===== config.mk =====
export PLATFORM = sky130hd
export DESIGN_NAME = dm_port_arbiter
export DESIGN_NICKNAME = d
export VERILOG_FILES = /design/src/rtl/dm_port_arbiter.sv
export SDC_FILE = /design/constraint.sdc
export NUM_CORES = 1
export LEC_CHECK = 0
export CORE_MARGIN = 2
export CORE_UTILIZATION = 40
export CTS_CLUSTER_DIAMETER = 80
export DETAILED_ROUTE_END_ITERATION = 16
export DONT_BUFFER_PORTS = 1
export HOLD_SLACK_MARGIN = 0.06
export PLACE_DENSITY = 0.59
export SYNTH_ARGS = -nofsm -noshare
export SYNTH_HDL_FRONTEND = slang
export SYNTH_SLANG_ARGS = --single-unit
export TNS_END_PERCENT = 1

===== constraint.sdc =====
create_clock -name clk -period 5.7 [get_ports clk]
set_input_delay 1.14 -clock clk [delete_from_list [all_inputs] [get_ports clk]]
set_output_delay 1.14 -clock clk [all_outputs]
set_load 0.01 [all_outputs]

===== src/rtl/dm_port_arbiter.sv =====
// dm_port_arbiter
// Shares a single-port data memory between two requesters. Port 0 is the
// pipeline load/store stage and port 1 is the debug/DMA master. Every access
// runs as IDLE (capture) -> ACCESS (memory) -> DONE (acknowledge), one cycle
// each. Port 0 has fixed priority, but port 1 is guaranteed a grant after
// MAX_RUN consecutive port-0 grants made while it was waiting.
//
// Ports:
//   clk, rst                      clock, asynchronous active-high reset
//   pN_req/wr/addr/be/wdata       request side of port N (N = 0, 1), held until ack
//   pN_ack/rdata/err              one-cycle completion pulse with load data and
//                                 out-of-range flag (rdata/err valid with ack only)
//   dm_addr/wr/be/din             data memory command (already lane-formatted)
//   dm_dout                       data memory read data, combinational from dm_addr
module dm_port_arbiter #(
  parameter int            AW        = 32,
  parameter int            DW        = 32,
  parameter int            BEW       = 4,
  parameter logic [AW-1:0] BASE_ADDR = '0,
  parameter int            DM_WORDS  = 1024,
  parameter int            MAX_RUN   = 4
) (
  input  logic           clk,
  input  logic           rst,
  input  logic           p0_req,
  input  logic           p0_wr,
  input  logic [AW-1:0]  p0_addr,
  input  logic [BEW-1:0] p0_be,
  input  logic [DW-1:0]  p0_wdata,
  output logic           p0_ack,
  output logic [DW-1:0]  p0_rdata,
  output logic           p0_err,
  input  logic           p1_req,
  input  logic           p1_wr,
  input  logic [AW-1:0]  p1_addr,
  input  logic [BEW-1:0] p1_be,
  input  logic [DW-1:0]  p1_wdata,
  output logic           p1_ack,
  output logic [DW-1:0]  p1_rdata,
  output logic           p1_err,
  output logic [AW-1:0]  dm_addr,
  output logic           dm_wr,
  output logic [BEW-1:0] dm_be,
  output logic [DW-1:0]  dm_din,
  input  logic [DW-1:0]  dm_dout
);

  typedef enum logic [1:0] {IDLE, ACCESS, DONE} state_t;

  // Range limits carry one extra bit so BASE_ADDR + 4*DM_WORDS cannot wrap.
  localparam logic [AW:0] BASE_EXT = {1'b0, BASE_ADDR};
  localparam logic [AW:0] END_EXT  = BASE_EXT + (AW+1)'(DM_WORDS * 4);
  localparam logic [3:0]  RUN_LIM  = 4'(MAX_RUN);

  state_t         state;
  logic           cmd_id;
  logic           cmd_wr;
  logic [AW-1:0]  cmd_addr;
  logic [BEW-1:0] cmd_be;
  logic [DW-1:0]  cmd_wdata;
  logic           cmd_oor;
  logic [3:0]     run_cnt;
  logic [DW-1:0]  rdata0_reg;
  logic [DW-1:0]  rdata1_reg;
  logic           ack0_reg;
  logic           ack1_reg;
  logic           wr_reg;

  logic           any_req;
  logic           sel_p1;
  logic           sel_wr;
  logic [AW-1:0]  sel_addr;
  logic [BEW-1:0] sel_be;
  logic [DW-1:0]  sel_wdata;
  logic           sel_oor;

  // Winner selection: port 1 only when alone or when port 0 has used its run.
  always_comb begin
    any_req   = p0_req | p1_req;
    sel_p1    = p1_req & (~p0_req | (run_cnt == RUN_LIM));
    sel_wr    = sel_p1 ? p1_wr    : p0_wr;
    sel_addr  = sel_p1 ? p1_addr  : p0_addr;
    sel_be    = sel_p1 ? p1_be    : p0_be;
    sel_wdata = sel_p1 ? p1_wdata : p0_wdata;
    sel_oor   = ({1'b0, sel_addr} < BASE_EXT) | ({1'b0, sel_addr} >= END_EXT);
  end

  always_ff @(posedge clk or posedge rst) begin
    if (rst) begin
      state      <= IDLE;
      cmd_id     <= 1'b0;
      cmd_wr     <= 1'b0;
      cmd_addr   <= '0;
      cmd_be     <= '0;
      cmd_wdata  <= '0;
      cmd_oor    <= 1'b0;
      run_cnt    <= '0;
      rdata0_reg <= '0;
      rdata1_reg <= '0;
      ack0_reg   <= 1'b0;
      ack1_reg   <= 1'b0;
      wr_reg     <= 1'b0;
    end else begin
      case (state)
        IDLE: begin
          if (any_req) begin
            cmd_id    <= sel_p1;
            cmd_wr    <= sel_wr;
            cmd_addr  <= sel_addr;
            cmd_be    <= sel_be;
            cmd_wdata <= sel_wdata;
            cmd_oor   <= sel_oor;
            // Write strobe is registered so it is high for the ACCESS cycle only.
            wr_reg    <= sel_wr & ~sel_oor;
            if (sel_p1 || !p1_req)
              run_cnt <= '0;
            else if (run_cnt != RUN_LIM)
              run_cnt <= run_cnt + 4'd1;
            state     <= ACCESS;
          end
        end
        ACCESS: begin
          wr_reg     <= 1'b0;
          // Read data is captured for stores too (pre-write memory contents).
          rdata0_reg <= (!cmd_id && !cmd_oor) ? dm_dout : '0;
          rdata1_reg <= ( cmd_id && !cmd_oor) ? dm_dout : '0;
          ack0_reg   <= ~cmd_id;
          ack1_reg   <= cmd_id;
          state      <= DONE;
        end
        DONE: begin
          rdata0_reg <= '0;
          rdata1_reg <= '0;
          ack0_reg   <= 1'b0;
          ack1_reg   <= 1'b0;
          state      <= IDLE;
        end
        default: state <= IDLE;
      endcase
    end
  end

  always_comb begin
    dm_addr  = cmd_addr;
    dm_be    = cmd_be;
    dm_din   = cmd_wdata;
    dm_wr    = wr_reg;
    p0_ack   = ack0_reg;
    p0_rdata = rdata0_reg;
    p0_err   = ack0_reg & cmd_oor;
    p1_ack   = ack1_reg;
    p1_rdata = rdata1_reg;
    p1_err   = ack1_reg & cmd_oor;
  end

endmodule


==> results of run 1 <==
final cells by class:
type / instances / area share
Clock buffer: 21 / 0.06521
Clock inverter: 9 / 0.01914
Inverter: 69 / 0.03739
Multi-Input combinational cell: 394 / 0.3261
Sequential cell: 143 / 0.5068
Tap cell: 216 / 0.03828
Timing Repair Buffer: 5 / 0.007088
critical path: stages, from the launching register on:
cell      delay [ns]
dfrtp_1         0.35
inv_1           0.07
ha_2            1.02
and4bb_2        0.85
nand2_1         0.12
o21ai_0         0.10
state kept, by name, summed over array words and instances, names as in the netlist:
| signal | count |
|---|---|
| p0_rdata | 32 |
| cmd_id | 1 |
| dm_wr | 1 |
| p1_rdata | 32 |
| p1_ack | 1 |
| state | 2 |
| cmd_oor | 1 |
| dm_be | 4 |
| dm_din | 32 |
| p0_ack | 1 |
| run_cnt | 4 |
| dm_addr | 32 |
kinds of logic after synthesis:
logic type	after synthesis	share of synthesized area
and+or+nand+nor	173	0.1167
AOI/OAI and AO/OA	144	0.1177
DFF	143	0.5648
buffers and inverters	106	0.07662
muxes	72	0.1143
adders and majority gates	5	0.009874
worst min path at each step:
stage                from    endpoint  slack, ns  depth (start not counted)
6_report       run_cnt[1]  run_cnt[1]       0.55                          2
3_3_place_gp   run_cnt[1]  run_cnt[1]       0.52                          2
5_1_grt        dm_din[25]  dm_din[25]       0.57                          2
3_5_place_dp   run_cnt[1]  run_cnt[1]       0.54                          2
4_1_cts        run_cnt[1]  run_cnt[1]       0.56                          2
2_1_floorplan  run_cnt[3]  run_cnt[3]       0.49                          2
metrics by stage:
| step | power, mW | cell area [um^2] | utilization | worst slack [ns] | std cells |
|---|---|---|---|---|---|
| floorplan | 2.085 | 6336 | - | 0.7221 | 643 |
| global placement | 2.232 | 6465 | 0.4130 | 2.923 | 827 |
| detailed placement | 2.272 | 6465 | 0.4130 | 2.875 | 827 |
| CTS | 3.405 | 7061 | 0.4510 | 2.958 | 857 |
| global route | 3.584 | 7061 | 0.4510 | 2.699 | 857 |
| finish | 3.357 | 7061 | 0.4510 | 3.042 | 857 |
routing by layer:
| metal | track usage | vias to the layer above | share of wire |
|---|---|---|---|
| met1 | 0.2009 | 2033 | 0.37 |
| met2 | 0.2997 | 218 | 0.50 |
| li1 | - | 2080 | - |
| met5 | 0 | - | 0 |
| met3 | 0.08569 | 10 | 0.11 |
| met4 | 0.06388 | 0 | 0.0099 |
cell usage after synthesis:
cell and count:
buf_2 9, nor2_1 6, nor3_1 2, a21boi_2 1
inv_1 69, nor4_1 10, a21boi_0 1, ha_1 5
clkbuf_1 17, o22ai_1 1, nand3b_1 1, and4bb_2 1
buf_12 1, and2_1 2, nand2b_1 1, o41ai_2 1
nand3_1 5, buf_6 7, o21ai_1 10, nand2_1 141
buf_1 1, buf_4 2, nor4b_2 1, mux2i_1 69
mux2_2 3, nand4_1 1, a21oi_1 2, nand3b_4 1
o21ai_0 127, or4b_1 1, dfrtp_1 143, a22o_1 1
power groups by stage:
stage	sequential, mW	clock, mW	combinational (mW)
after global placement	1.61	0	0.618
after global routing	1.63	1.20	0.749
final	1.60	1.12	0.636
after detailed placement	1.61	0	0.658
after floorplan	1.54	0	0.546
after CTS	1.60	1.15	0.652
==> impl_metrics.env, run 1 <==
export IMPL_die_height_um=129.9
export IMPL_reg2regPathDepth=5
export IMPL_antenna_found_initial=0
export IMPL_grtUsageTotal=0.1794
export IMPL_regArea_um2=3578
export IMPL_dpl_hpwl_mm=11.02
export IMPL_synth_top_cells_by_area="dfrtp_1 56%, mux2i_1 11%, o21ai_0 10%"
export IMPL_synth_area_per_cell_um2=9.854
export IMPL_power_internal_mw=2.192
export IMPL_maxSlewHeadroom=0.2936
export IMPL_ctsResizeCount=0
export IMPL_ys_seq_area_frac=0.5648
export IMPL_syn_num_nets=822
export IMPL_cts_clk_slew_worst_paths_ns=0.06
export IMPL_slew_violations=0
export IMPL_cts_tree="yes"
export IMPL_diodes=0
export IMPL_p_comb_frac=0.190
export IMPL_overflow=0
export IMPL_cts_hold_buf=0
export IMPL_place_congestion=0.7867
export IMPL_cts_htree_levels=4
export IMPL_dieArea_um2=16860
export IMPL_grt_pass1_vias=4472
export IMPL_fmax_mhz=376.3
export IMPL_p_leak_nw=3.007
export IMPL_clock_latency_ns=0.42
export IMPL_switchingPower_mw=1.165
export IMPL_ir_worst_vdd_uv=226.5
export IMPL_vias=4341
export IMPL_viasPerCell=5.065
export IMPL_pwr_share_seq=0.476
export IMPL_drt_iter0_markers=235
export IMPL_ff2ff_setup_slack_ns=3.04
export IMPL_fin_crit_ns=2.658
export IMPL_clock_power_share=0.335
export IMPL_crit_path_start="state[1]"
export IMPL_cts_root_buf="clkbuf_16"
export IMPL_synth_area_um2=6336
export IMPL_path_class="reg2reg"
export IMPL_worst_setup_path_start_kind="register"
export IMPL_swShare=0.3469
export IMPL_hold_class="reg2reg"
export IMPL_fp_dieW_um=129.9
export IMPL_ys_ff_latch=143
export IMPL_drt_first_pass_iters=4
export IMPL_drc_errors=0
export IMPL_num_rows=46
export IMPL_cts_sinks=143
export IMPL_hold_violations=0
export IMPL_status="finished clean"
export IMPL_cp_required_ns=6.01
export IMPL_endpoint="p1_rdata[0]"
export IMPL_fin_crit_sh=0.4662
export IMPL_whs_ns=0.5502
export IMPL_numCtsBuffers=17
export IMPL_wire_per_inst_um=17.99
export IMPL_r2r_start="state[1]"
export IMPL_skew_ns=0.01695
export IMPL_ant_nets=0
export IMPL_rsz0062_at_grt="false"
export IMPL_cts_setup_buffers=0
export IMPL_fillers=1488
export IMPL_start_util=0.4047
export IMPL_drv_cap=0
export IMPL_synth_area_leader_cell="dfrtp_1"
export IMPL_tightest_slew_ns=1.060
export IMPL_ios=311
export IMPL_power_density_nw_per_um2=475.5
export IMPL_core_area_um2=15660
export IMPL_io_buffers=0
export IMPL_layout_common_cells="143 x dfrtp_1, 141 x nand2_1, 126 x o21ai_0"
export IMPL_cp_end_kind="register"
export IMPL_nNetsFinal=809
export IMPL_routed_wl_mm=15.42
export IMPL_syn_to_final_growth_pct=11.43
export IMPL_yosys_warnings=0
export IMPL_drive_gt1_frac=0.06864
export IMPL_grt_max_degree=100
export IMPL_multi_input_area_um2=2302
export IMPL_cts_buffer_depth=2
export IMPL_syn_inst=643
export IMPL_crit_fanout=70
export IMPL_grt_pass1_wl_mm=23.16
export IMPL_yosysTopAreaCellShare=0.5648
export IMPL_r2r_end="p1_rdata[0]"
export IMPL_setup_violations=0
export IMPL_arrival_ns=2.97
export IMPL_yosysUniqueCellTypes=32
export IMPL_tns_ns=0
export IMPL_final_common_cell="dfrtp_1"
(Power assumes the default switching activity.)
==> run 2, diff against run 1 <==
==> constraint.sdc (replaced) <==
create_clock -name clk -period 2.5 [get_ports clk]
set_input_delay 0.5 -clock clk [delete_from_list [all_inputs] [get_ports clk]]
set_output_delay 0.5 -clock clk [all_outputs]
set_load 0.01 [all_outputs]
==> impl_metrics.env, run 2 (same netlist as run 1, synthesis figures left out) <==
export IMPL_num_rows=46
export IMPL_hold_violations=0
export IMPL_r2r_end="cmd_oor"
export IMPL_cp_required_ns=2.86
export IMPL_drt_iter0_markers=168
export IMPL_fin_util=0.4601
export IMPL_fin_crit_ns=1.907
export IMPL_drt_first_pass_iters=7
export IMPL_tightest_slew_ns=0.7625
export IMPL_arrival_ns=2.26
export IMPL_maxSlewHeadroom=0.4917
export IMPL_grt_pass1_vias=4339
export IMPL_worst_setup_path_start_kind="register"
export IMPL_place_congestion=0.8109
export IMPL_slew_violations=0
export IMPL_status="finished clean"
export IMPL_viasPerCell=5.007
export IMPL_ff2ff_setup_slack_ns=0.59
export IMPL_fmax_mhz=524.4
export IMPL_cts_sinks=143
export IMPL_placed_cells=830
export IMPL_cp_end_kind="register"
export IMPL_nNetsFinal=812
export IMPL_fin_crit_sh=0.7628
export IMPL_wire_per_inst_um=17.66
export IMPL_vias=4316
export IMPL_drv_cap=0
export IMPL_final_common_cell="dfrtp_1"
export IMPL_skew_ns=0.009940
export IMPL_ir_worst_vdd_uv=431.5
export IMPL_cts_setup_buffers=0
export IMPL_rsz0062_at_grt="false"
export IMPL_routed_wl_mm=15.22
export IMPL_io_buffers=0
export IMPL_layout_common_cells="143 x dfrtp_1, 141 x nand2_1, 126 x o21ai_0"
export IMPL_hold_class="in2async"
export IMPL_ios=311
export IMPL_tns_ns=0
export IMPL_grt_max_degree=86
export IMPL_numCtsBuffers=17
export IMPL_syn_to_final_growth_pct=13.68
export IMPL_drive_gt1_frac=0.07740
export IMPL_fp_dieW_um=129.9
export IMPL_setup_violations=0
export IMPL_p_leak_nw=3.077
export IMPL_core_area_um2=15660
export IMPL_diodes=0
export IMPL_ctsResizeCount=0
export IMPL_cts_root_buf="clkbuf_16"
export IMPL_crit_fanout=40
export IMPL_cts_hold_buf=0
export IMPL_ant_nets=0
export IMPL_clock_latency_ns=0.41
export IMPL_reg2regPathDepth=8
export IMPL_start_util=0.4047
export IMPL_path_class="reg2reg"
export IMPL_cts_clk_slew_worst_paths_ns=0.06
export IMPL_dieArea_um2=16860
export IMPL_antenna_found_initial=0
export IMPL_cts_tree="yes"
export IMPL_drc_errors=0
export IMPL_die_height_um=129.9
export IMPL_power_density_nw_per_um2=1103
export IMPL_cts_htree_levels=4
export IMPL_grtUsageTotal=0.1753
export IMPL_final_cells=862
export IMPL_r2r_start="run_cnt[0]"
export IMPL_dpl_hpwl_mm=11.02
export IMPL_cts_buffer_depth=2
export IMPL_grt_pass1_wl_mm=22.78
export IMPL_overflow=0
run 2: layout make-up:
type | instances | area, um^2
fill | 1467 | 8452
inverter | 69 | 262.8
timing repair buffer | 8 | 122.6
sequential | 143 | 3578
clock buffer | 18 | 439.2
tap | 216 | 270.3
multi-input combinational | 394 | 2300
clock inverter | 14 | 230.2
run 2: critical path, stage by stage, from the launching register on:
cell and delay (ns):
dfrtp_1 0.40, inv_1 0.08, ha_1 0.20, nand3b_4 0.11, a21boi_4 0.23, buf_12 0.29, nor3_1 0.10, a21oi_1 0.22
mux2_2 0.19
run 2: worst max path at each step:
stage / from / end / slack [ns]
4_1_cts: run_cnt[0] / cmd_oor / 0.58
3_5_place_dp: run_cnt[0] / cmd_oor / 0.61
5_1_grt: run_cnt[0] / cmd_oor / 0.44
2_1_floorplan: rst / cmd_id / 0.21
6_report: run_cnt[0] / cmd_oor / 0.59
3_3_place_gp: state[0] / p1_rdata[26] / 0.68
run 2: routing by layer:
metal	wire, um	vias up	global-route usage
met1	5979	2005	0.2059
met2	7369	206	0.2830
met4	266	0	0.06072
met3	1605	16	0.08323
met5	0	-	0
li1	-	2089	-
run 2: report_power, final:
group	internal (mW)	total (mW)	switching, mW
Clock	1.82	2.83	1.01
Combinational	0.488	1.47	0.981
Sequential	2.91	3.64	0.732
run 2: metrics by stage:
| stage | power [mW] | hold slack, ns | area (um^2) | setup slack (ns) |
|---|---|---|---|---|
| after CTS | 8.062 | 0.08775 | 7203 | 0.5802 |
| final | 7.946 | 0.08292 | 7203 | 0.5931 |
| after global routing | 8.475 | 0.09578 | 7203 | 0.4449 |
| after global placement | 5.107 | 0.5182 | 6534 | 0.6838 |
| after floorplan | 4.755 | 0.4915 | 6340 | 0.2089 |
| after detailed placement | 5.192 | 0.5288 | 6534 | 0.6102 |
